===== config.mk =====
export PLATFORM = sky130hd
export DESIGN_NAME = shift_delay_ctrl
export DESIGN_NICKNAME = d
export VERILOG_FILES = /design/src/rtl/shift_delay_pkg.sv /design/src/rtl/shift_delay_ctrl_stage.sv /design/src/rtl/shift_delay_ctrl.sv
export SDC_FILE = /design/constraint.sdc
export NUM_CORES = 1
export LEC_CHECK = 0
export ABC_CLOCK_PERIOD_IN_PS = 3250
export BUFFER_PORTS_ARGS = -buffer_cell sky130_fd_sc_hd__buf_2
export CELL_PAD_IN_SITES_DETAIL_PLACEMENT = 1
export CELL_PAD_IN_SITES_GLOBAL_PLACEMENT = 1
export CORE_ASPECT_RATIO = 1.1
export CORE_MARGIN = 5
export CORE_UTILIZATION = 46
export DETAILED_ROUTE_END_ITERATION = 10
export PLACE_DENSITY_LB_ADDON = 0.1
export SETUP_SLACK_MARGIN = 0.4
export SLEW_MARGIN = 10
export SYNTH_ARGS = -nofsm -noshare
export SYNTH_HDL_FRONTEND = slang
export SYNTH_SLANG_ARGS = --single-unit

===== constraint.sdc =====
create_clock -name clk -period 3.25 [get_ports clk]
set_input_delay 0.1625 -clock clk [delete_from_list [all_inputs] [get_ports clk]]
set_output_delay 0.1625 -clock clk [all_outputs]
set_load 0.02 [all_outputs]

===== src/rtl/shift_delay_pkg.sv =====
// Shared types and helpers for the selectable-delay byte pipeline controller.
package shift_delay_pkg;

   // Controller states: RUN accepts input and config; DRAIN flushes the old tap.
   typedef enum logic {
      RUN   = 1'b0,
      DRAIN = 1'b1
   } state_t;

   // Width of a delay field able to hold 0..max_delay (never narrower than 1 bit).
   function automatic int delay_width(input int max_delay);
      return (max_delay < 1) ? 1 : $clog2(max_delay + 1);
   endfunction

   // Requests beyond the deepest stage saturate at the deepest stage.
   function automatic int clamp_delay(input int req, input int max_delay);
      return (req > max_delay) ? max_delay : req;
   endfunction

endpackage


===== src/rtl/shift_delay_ctrl_stage.sv =====
// One pipeline stage: a data register plus its valid flag, both cleared by reset.
module delay_stage #(
   parameter int WIDTH = 8
) (
   input  logic             clk,
   input  logic             rst,
   input  logic [WIDTH-1:0] i_data,
   input  logic             i_valid,
   output logic [WIDTH-1:0] o_data,
   output logic             o_valid
);

   logic [WIDTH-1:0] r_data;
   logic             r_valid;

   // Shift the sample and its valid flag by one stage every cycle.
   // NOTE: clocked state uses non-blocking assignments so every stage samples
   // its predecessor's pre-edge value; blocking here would collapse the chain.
   always_ff @(posedge clk or posedge rst) begin
      if (rst) begin
         r_data  <= '0;
         r_valid <= 1'b0;
      end else begin
         r_data  <= i_data;
         r_valid <= i_valid;
      end
   end

   assign o_data  = r_data;
   assign o_valid = r_valid;

endmodule


===== src/rtl/shift_delay_ctrl.sv =====
// Selectable-delay byte pipeline controller: stage chain, output tap mux and
// the RUN/DRAIN sequencer that switches taps without losing in-flight samples.
module shift_delay_ctrl
   import shift_delay_pkg::*;
#(
   parameter int WIDTH     = 8,
   parameter int MAX_DELAY = 3,
   parameter int DW        = delay_width(MAX_DELAY)
) (
   input  logic             clk,
   input  logic             rst,
   input  logic             cfg_valid,
   input  logic [DW-1:0]    cfg_delay,
   output logic             cfg_ready,
   output logic             cfg_ack,
   output logic [DW-1:0]    cur_delay,
   input  logic             in_valid,
   input  logic [WIDTH-1:0] in_data,
   output logic             in_ready,
   output logic             out_valid,
   output logic [WIDTH-1:0] out_data
);

   state_t        r_state;
   state_t        w_state_nxt;
   logic [DW-1:0] r_cur_delay;
   logic [DW-1:0] w_cur_nxt;
   logic [DW-1:0] r_pend_delay;
   logic [DW-1:0] w_pend_nxt;
   logic [DW-1:0] r_drain_cnt;
   logic [DW-1:0] w_cnt_nxt;
   logic          r_cfg_ack;
   logic          w_ack_nxt;
   logic [DW-1:0] w_cfg_clamped;
   logic          w_accept;

   // Chain element 0 is the live input; element k (k>=1) is the output of stage k-1,
   // so the tap for delay d is simply element d.
   logic [WIDTH-1:0] w_chain_data  [0:MAX_DELAY];
   logic             w_chain_valid [0:MAX_DELAY];

   assign w_accept         = in_valid && in_ready;
   assign w_chain_data[0]  = in_data;
   assign w_chain_valid[0] = w_accept;
   assign w_cfg_clamped    = DW'(clamp_delay(int'(cfg_delay), MAX_DELAY));

   genvar k;
   generate
      for (k = 0; k < MAX_DELAY; k++) begin : g_stage
         delay_stage #(
            .WIDTH (WIDTH)
         ) u_stage (
            .clk     (clk),
            .rst     (rst),
            .i_data  (w_chain_data[k]),
            .i_valid (w_chain_valid[k]),
            .o_data  (w_chain_data[k+1]),
            .o_valid (w_chain_valid[k+1])
         );
      end
   endgenerate

   // Output tap; valid is forced low while reset is asserted because the d=0
   // path is combinational from the input.
   assign out_data  = w_chain_data[r_cur_delay];
   assign out_valid = !rst && w_chain_valid[r_cur_delay];
   assign cur_delay = r_cur_delay;
   assign cfg_ack   = r_cfg_ack;

   // Register the sequencer state, the active/pending taps, drain counter and ack.
   always_ff @(posedge clk or posedge rst) begin
      if (rst) begin
         r_state      <= RUN;
         r_cur_delay  <= '0;
         r_pend_delay <= '0;
         r_drain_cnt  <= '0;
         r_cfg_ack    <= 1'b0;
      end else begin
         r_state      <= w_state_nxt;
         r_cur_delay  <= w_cur_nxt;
         r_pend_delay <= w_pend_nxt;
         r_drain_cnt  <= w_cnt_nxt;
         r_cfg_ack    <= w_ack_nxt;
      end
   end

   // Next-state logic: immediate switch when nothing can be in flight at a
   // different tap, otherwise block input for old-delay cycles before switching.
   // NOTE: every signal gets a default before the case so no path leaves one
   // unassigned, which would otherwise infer a latch.
   always_comb begin
      w_state_nxt = r_state;
      w_cur_nxt   = r_cur_delay;
      w_pend_nxt  = r_pend_delay;
      w_cnt_nxt   = r_drain_cnt;
      w_ack_nxt   = 1'b0;
      in_ready    = 1'b1;
      cfg_ready   = 1'b1;
      case (r_state)
         RUN: begin
            if (cfg_valid) begin
               w_pend_nxt = w_cfg_clamped;
               if ((w_cfg_clamped == r_cur_delay) || (r_cur_delay == '0)) begin
                  w_cur_nxt = w_cfg_clamped;
                  w_ack_nxt = 1'b1;
               end else begin
                  w_state_nxt = DRAIN;
                  w_cnt_nxt   = r_cur_delay;
               end
            end
         end
         DRAIN: begin
            in_ready  = 1'b0;
            cfg_ready = 1'b0;
            w_cnt_nxt = r_drain_cnt - DW'(1);
            if (r_drain_cnt == DW'(1)) begin
               w_cur_nxt   = r_pend_delay;
               w_state_nxt = RUN;
               w_ack_nxt   = 1'b1;
            end
         end
         default: begin
            w_state_nxt = RUN;
         end
      endcase
   end

endmodule

======== Word-level counts from Yosys, hierarchy flattened ========
Cells that the tools add are included.
cells by class
  add/subtract/negate cells ............... 1
  equal/unequal tests ..................... 6
  reduce and logical (&&, ||, !) cells .... 8
  magnitude comparators ................... 1
  bitwise operators ....................... 2
  mux-type cells .......................... 22
operators with widths
  operator                                                                number
  8-bit binary-select mux with 2-bit select                               1
  8-bit two-way mux                                                       2
  2-bit two-way mux                                                       5
  1-bit two-way mux                                                       9
  2-bit case mux with 2 select lines                                      2
  2-bit != test (second input constant)                                   3
  1-bit case mux with 2 select lines                                      2
  2-bit AND reduction                                                     2
  3-bit >= comparator (second input constant)                             1
  2-bit inverter with 3-bit output                                        1
  3-bit AND reduction                                                     1
  1-bit binary-select mux with 2-bit select                               1
  2-bit by 1-bit equality test with 1-bit output (second input constant)  1
  2-bit equality test                                                     1
  1-bit logical AND                                                       2
  2-bit logical NOT                                                       1
  2-bit by 1-bit != test with 1-bit output (second input constant)        1
  2-bit by 1-bit subtractor with 2-bit output (second input constant)     1
  1-bit logical NOT                                                       1
  1-bit logical OR                                                        1
  1-bit inverter                                                          1
word-level totals
  output and inout port bits .............. 14
  logic and storage cells ................. 51
  bits in registers ....................... 35
  input port bits ......................... 14

======== Logic depth before layout (Yosys ltp) ========
Gate-level depths: netlist of run 1.
  depth after elaboration ................. 6
  mapped depth ............................ 5
  gate-level depth less buffers ........... 5

======== Cells and area by module ========
Synthesis of run 1 repeated with hierarchy kept, for this count alone.
unflattened totals
  cell total of the unflattened synthesis .. 85
  area, all modules ....................... 1,331.3 um2
by module, submodules not included
  module            cells each  times used  seq. area each (um2)  area an instance (um2)
  delay_stage       10          3           225.2                 229.0
  shift_delay_ctrl  55          1           200.2                 644.4

======== Worst setup path after synthesis of run 1 ========
OpenSTA, ideal clock, no wires.
  path type ............................... input -> output
  from .................................... input port rst
  to ...................................... output port out_valid
  stages .................................. 2
  data required time ...................... 3,087 ps
  data arrival time ....................... 1,258 ps
  setup slack ............................. 1,829 ps
  cells stage by stage .................... inv_1 -> and2_1
between the ends
  longest elaborated chain between the ends .. 2
ends and longest elaborated chain
  what                                RTL line                RTL
  start: declaration                  shift_delay_ctrl.sv:11  input logic rst,
  1-bit logical NOT (no source line)  --
  1-bit logical AND                   shift_delay_ctrl.sv:66  assign out_valid = !rst && w_chain_valid[r_cur_delay];
  end: declaration                    shift_delay_ctrl.sv:20  output logic out_valid,
Every way passes these cells.

======== Worst setup path after layout of run 1 ========
  from .................................... register r_cur_delay[1] (netlist: cur_delay[1])
  to ...................................... output port out_valid
between the ends
  longest elaborated chain between the ends .. 5
ends and longest elaborated chain
  what                                                    RTL line                RTL
  start: declaration                                      shift_delay_ctrl.sv:26  logic [DW-1:0] r_cur_delay;
  start signal: assignment                                shift_delay_ctrl.sv:80  r_cur_delay <= w_cur_nxt;
  2-bit inverter with 3-bit output (not written as such)  shift_delay_ctrl.sv:66
  1-bit binary-select mux with 2-bit select               shift_delay_ctrl.sv:66
  1-bit two-way mux (not written as such) (2 in series)   shift_delay_ctrl.sv:66
  1-bit logical AND                                       shift_delay_ctrl.sv:66
Every way passes these cells. The select of a mux whose other input is x is not followed.

==> key figures, run 1 <==
Yosys
  • Synth Cell Area: about 1300 sq um
  • Syn avg cell area: 16.10 sq um
  • Total nets after synthesis: 97
  • Top cells by count, synth: dfrtp_1, mux4_2, inv_1
  • Ys flop type: dfrtp_1
  • Most numerous cell in the Yosys netlist: dfrtp_1
  • Yosys reg bits: 35
  • EDFF count, synth: 0
  • Synth area leaders: dfrtp_1, mux4_2, mux2_2
  • Post-synthesis sequential area ratio: between 60% and 70%
  • Top-area cell type share of the netlist area: 66.35%
  • Yosys warns: 0
  • Yosys top cell by area: dfrtp_1
  • Unique masters post-synth: 24
  • Mapped Cells: 82
  • Post-synth ARST share: 100.0%

Finish
  • Fill count: 280
  • Antenna Cells: 0
  • Layout cells sized above 1: roughly two fifths
  • Final Cell Area: roughly 1600 sq um
  • Nets@finish: between 100 and 150
  • Synthesis-to-layout area growth: 24.17%
  • Final cell count without fillers: ~160

Clock network
  • Post-CTS setup repair buffer count: 0
  • Clock Root Buffer: clkbuf_4
  • Num CTS Buffers: 5
  • PostCTS Resize Cnt: 0
  • Htree depth: 2
  • Skew-Pair Late Insertion Delay: 340 ps
  • CTS clock-pin slew for the worst setup and hold paths: about 100 ps
  • CTS max path bufs: 2
  • TritonCTS clock tree: built
  • Clock net sink count: 35
  • Cts hold-fix bufs: 9

Floorplan
  • Die height: 66.19 um
  • Initial Utilization: a little under half
  • I/O pin cnt: 28
  • FP Rows: 20
  • Chip width: between 60 and 70 um
  • Core ar.: ~2800 sq um
  • Total die area: roughly 4000 sq um

Timing
  • Worst Slack Setup Final: around 1100 ps
  • Final setup fails: 0
  • RSZ-0062 raised after global routing: no
  • Final hold violation count: 0
  • Slew @ Worst Pin: roughly 650 ps
  • Setup TNS: 0 ps
  • Slew Viols, Final: 0
  • Clock skew: ~10 ps
  • Min Tclk post-route: 2114 ps
  • Fin crit share: 65.04%
  • Slew margin rel.: ~57%
  • Fmax: 473.0 MHz

Detailed routing
  • Iter 0 DRT Violations: 40
  • Number of remaining DRC errors: 0
  • Routed via count: about 840
  • Final WL: around 2800 um
  • Via density: between 5 and 6
  • Final antenna-violating net count: 0
  • WL/cell: ~18 um
  • DR pass1 iterations: 4

Setup path
  • Crit Path Class: flip-flop to output port
  • CP peak stage delay: about 730 ps
  • Crit-path slowest cell: dfrtp_1
  • Startpoint Class: flip-flop
  • Required time worst endpoint: approximately 3100 ps
  • Crit-path cells: mux4_2 -> and2_1 -> buf_2
  • Max Fanout on Critical Path: 14
  • Crit path arrival time: between 1500 and 2000 ps
  • Setup crit end kind: output port

Pwr
  • Power Density: roughly 840 nW/um^2
  • Peak supply drop: between 0.0005 and 0.0006 V
  • Pleak: 0.7664 nW

Place
  • Inst Count DP: 140
  • Port Buffers: 27
  • HPWL after DPL: 1850 um
  • Placed Area: about 1500 sq um
  • GP Congestion: roughly 0.75
  • Worst slack at placement: 1496 ps

Job
  • Number of max-cap violations: 0

GRT
  • Gr usage total: approximately 18%
  • Grt ovf: 0
  • Largest net degree at the start of global routing: 37
  • Initial antenna violation count: 0
  • Number of global-route vias before repair: about 1000
  • First-pass GRT wire length: between 4000 and 5000 um

Worst hold path
  • Path category of the worst min-delay check: primary input to flip-flop

Status
  • Status: finished clean
critical path: cells and delay by family (launching register included):
family / cells / cell delay (ps)
DFF: 1 / 730
and+or+nand+nor: 1 / 170
muxes: 1 / 560
buffers and inverters: 1 / 150
stage by stage:
stage	hold WS (ps)	util (%)	total power, W
3_5_place_dp	287.5	53.77	0.001121
3_3_place_gp	269.7	53.77	0.001100
6_report	52.16	59.55	0.001379
5_1_grt	29.28	59.55	0.001482
2_1_floorplan	193.9	-	0.0009832
4_1_cts	46.43	59.55	0.001396
sequential cells by signal (all words and copies together) (netlist names):
name	cells
cfg_ack	1
g_stage.u_stage.o_data	24
r_drain_cnt	2
g_stage.u_stage.o_valid	3
r_state	1
cur_delay	2
r_pend_delay	2
per-layer routing:
metal | part of all wire (%) | wire length [um] | GRT usage [%]
met1 | 43 | 1204 | 20.34
met3 | 6.4 | 182 | 7.617
met5 | 0 | 0 | 0
met4 | 1.8 | 51 | 8.130
met2 | 49 | 1394 | 28.84
power by group:
part	switching, W	internal [W]	leakage (nW)	total [W]
Combinational	0.000256	0.000239	0.316	0.000495
Sequential	0.000107	0.000509	0.412	0.000616
Clock	0.000140	0.000127	0.0386	0.000267
Total	0.000504	0.000875	0.766	0.00138
cells in the final DEF (no fill, tap or decap), types with 2 or more instances in the layout:
| master | instances |
|---|---|
| clkbuf_8 | 2 |
| nand2b_1 | 2 |
| a21oi_1 | 4 |
| mux2_2 | 2 |
| nor2_1 | 3 |
| a31oi_1 | 2 |
| mux4_2 | 9 |
| inv_1 | 5 |
| buf_2 | 27 |
| nand4_1 | 2 |
| nand2_1 | 3 |
| dfrtp_1 | 35 |
| clkbuf_4 | 5 |
| dlygate4sd3_1 | 9 |
| a211o_1 | 2 |
logic make-up after synthesis:
family	after synthesis	share of synthesized area [%]
adder cells (fa/ha/maj)	1	0.9477
AND/OR/NAND/NOR	13	5.308
buffers and inverters	9	3.507
flip-flops	35	66.35
multiplexers	12	17.82
AO/OA/AOI/OAI	12	6.067
area by class of cell:
class / count / area, sq um / area share, %
Inverter: 6 / 22.52 / 1.374
Tap cell: 33 / 41.29 / 2.519
Clock buffer: 8 / 68.82 / 4.198
Sequential cell: 35 / 875.8 / 53.44
Multi-Input combinational cell: 38 / 397.9 / 24.27
Timing Repair Buffer: 37 / 232.7 / 14.20
final timing paths:
check	startpoint	to	slack [ps]	cells past startpoint
min in group asynchronous	rst	g_stage[0].u_stage.o_valid	450	4
worst max-delay path	cur_delay[1]	out_valid	1140	3
worst max register to register	cur_delay[0]	r_drain_cnt[1]	1640	4
worst min register to register	g_stage[1].u_stage.o_data[5]	g_stage[2].u_stage.o_data[5]	380	0
max in group asynchronous	rst	g_stage[0].u_stage.o_data[2]	2480	4
worst min-delay path	in_valid	g_stage[0].u_stage.o_valid	50	2
Power figures use the tool's default switching activity.
==> run 2: changes to the inputs <==
--- a/config.mk
+++ b/config.mk
@@ -5,13 +5,13 @@
 export SDC_FILE = /design/constraint.sdc
 export NUM_CORES = 1
 export LEC_CHECK = 0
-export ABC_CLOCK_PERIOD_IN_PS = 3250
+export ABC_CLOCK_PERIOD_IN_PS = 2050
 export BUFFER_PORTS_ARGS = -buffer_cell sky130_fd_sc_hd__buf_2
 export CELL_PAD_IN_SITES_DETAIL_PLACEMENT = 1
 export CELL_PAD_IN_SITES_GLOBAL_PLACEMENT = 1
 export CORE_ASPECT_RATIO = 1.1
 export CORE_MARGIN = 5
-export CORE_UTILIZATION = 46
+export CORE_UTILIZATION = 43
 export DETAILED_ROUTE_END_ITERATION = 10
 export PLACE_DENSITY_LB_ADDON = 0.1
 export SETUP_SLACK_MARGIN = 0.4
==> constraint.sdc (replaced) <==
create_clock -name clk -period 2.05 [get_ports clk]
set_input_delay 0.1025 -clock clk [delete_from_list [all_inputs] [get_ports clk]]
set_output_delay 0.1025 -clock clk [all_outputs]
set_load 0.02 [all_outputs]
==> key figures, run 2 (synthesis results as in run 1) <==
Pwr
  • Total power: between 0.002 and 0.003 W
  • Sw frac: 34.20%
  • Internal: about 0.0017 W
  • Combinational share of power: between 40 and 50%
  • Peak supply drop: 0.0008733 V
  • Pleak: approximately 0.83 nW
  • Switching power: 0.0008675 W
  • Power Density: between 1000 and 1500 nW/um^2
  • Reg power frac: between 30% and 40%
  • Clock network fraction of total power: between 10% and 20%

Setup path
  • Crit path to: out_data[5]
  • Max Fanout on Critical Path: 5
  • Required time worst endpoint: roughly 2000 ps
  • Crit path arrival time: 1600 ps
  • Reg-to-Reg End: r_drain_cnt[0]
  • Crit Path Class: flip-flop to output port
  • Worst Setup SP: cur_delay[0]
  • Reg2Reg Setup Slack: around 440 ps
  • R2r worst-path depth: 6
  • Worst R2R Start: cur_delay[0]
  • Setup crit end kind: output port
  • Startpoint Class: flip-flop

Finish
  • Max FFs per register: 24
  • Synthesis-to-layout area growth: 36.40%
  • Most frequent cells in the layout: dfrtp_1, buf_2, dlygate4sd3_1, buf_6, mux4_2
  • Commonest non-fill, non-tap cell in the layout: dfrtp_1
  • Layout cells sized above 1: a little under half
  • Fill count: 300
  • Nets@finish: 145
  • Final Cell Area: around 1800 sq um
  • Antenna Cells: 0
  • Final cell count without fillers: approximately 170
  • Fin util: about three fifths

GRT
  • Number of global-route vias before repair: 949
  • Gr usage total: 14.76%
  • Largest net degree at the start of global routing: 36
  • First-pass GRT wire length: 4712 um
  • Initial antenna violation count: 0
  • Grt ovf: 0

Clock network
  • Clock Root Buffer: clkbuf_4
  • CTS max path bufs: 2
  • Htree depth: 2
  • Skew-Pair Late Insertion Delay: approximately 350 ps
  • TritonCTS clock tree: built
  • Num CTS Buffers: 5
  • CTS clock-pin slew for the worst setup and hold paths: approximately 110 ps
  • Clock net sink count: 35

Detailed routing
  • Number of remaining DRC errors: 0
  • Final WL: 2714 um
  • Iter 0 DRT Violations: 14
  • Routed via count: ~840
  • Final antenna-violating net count: 0
  • WL/cell: 16.45 um
  • Via density: between 5 and 6
  • DR pass1 iterations: 2

Floorplan
  • I/O pin cnt: 28
  • FP Rows: 21
  • Chip width: about 63 um
  • Initial Utilization: between 40% and 50%
  • Core ar.: 2995 sq um
  • Die height: 68.11 um
  • Total die area: about 4300 sq um

Timing
  • Fmax: just under 600 MHz
  • Setup TNS: 0 ps
  • Slew margin rel.: between 70% and 80%
  • Slew @ Worst Pin: around 430 ps
  • Slew Viols, Final: 0
  • Clock skew: a little over 10 ps
  • Final hold violation count: 0
  • Fin crit share: 82.85%
  • Final setup fails: 0
  • RSZ-0062 raised after global routing: yes
  • Min Tclk post-route: approximately 1700 ps

Place
  • GP Congestion: 0.7252
  • Inst Count DP: 142
  • HPWL after DPL: ~1800 um
  • Port Buffers: 27
  • Placed Area: roughly 1500 sq um

Status
  • Status: finished clean

Worst hold path
  • Path category of the worst min-delay check: primary input to flip-flop

Job
  • Number of max-cap violations: 0
## run 2: final cells by class
type | instances | area (sq um) | share of cell area [%]
Multi-Input combinational cell | 38 | 404.1 | 22.45
Inverter | 6 | 30.03 | 1.668
Timing Repair Buffer | 44 | 360.3 | 20.01
Sequential cell | 35 | 882.1 | 48.99
Clock buffer | 5 | 37.54 | 2.085
Tap cell | 34 | 42.54 | 2.363
Clock inverter | 3 | 43.79 | 2.432
## run 2: power groups by stage
stage | Combinational, W | Sequential, W | Clock, W
2_1_floorplan | 0.000643 | 0.000916 | 0
3_3_place_gp | 0.000807 | 0.000954 | 0
3_5_place_dp | 0.000824 | 0.000960 | 0
4_1_cts | 0.00114 | 0.000914 | 0.000522
5_1_grt | 0.00120 | 0.000935 | 0.000557
6_report | 0.00112 | 0.000913 | 0.000503
## run 2: worst min-delay path by stage
stage / startpoint / cells past startpoint / slack (ps) / to
global route: cfg_delay[0] / 2 / 50 / r_pend_delay[0]
detailed placement: in_data[2] / 1 / 230 / g_stage[0].u_stage.o_data[2]
finish: cfg_delay[0] / 2 / 60 / r_pend_delay[0]
global placement: in_data[4] / 1 / 220 / g_stage[0].u_stage.o_data[4]
CTS: cfg_delay[0] / 2 / 50 / r_pend_delay[0]
floorplan: in_data[0] / 0 / 130 / g_stage[0].u_stage.o_data[0]
## run 2: metal layers
metal  vias to the layer above  global-route usage, %  wire length [um]
li1                        392                      -                 -
met1                       414                  16.72              1160
met2                        22                  25.39              1374
met3                         9                  5.911               136
met4                         0                  5.570                42
met5                         -                      0                 0
## run 2: metrics by stage
step	setup WS (ps)	hold slack, ps
floorplan	716.0	133.9
global placement	455.8	222.4
detailed placement	405.2	225.6
CTS	320.3	49.36
global route	299.7	54.38
finish	351.6	62.57
## run 2: critical path: stages (launching register included)
cell and delay, ps:
dfrtp_4 520, buf_12 150, mux4_2 430, buf_6 150
## run 2: repair_timing
| item | in CTS | in global routing |
|---|---|---|
| hold endpoints to repair | 44 | 0 |
| pin swaps | 1 | 0 |
| gates resized for setup | 29 | 0 |
| buffers inserted | 5 | 0 |
| hold buffers | 10 | 0 |
| endpoints found under the setup margin | 10 | 10 |
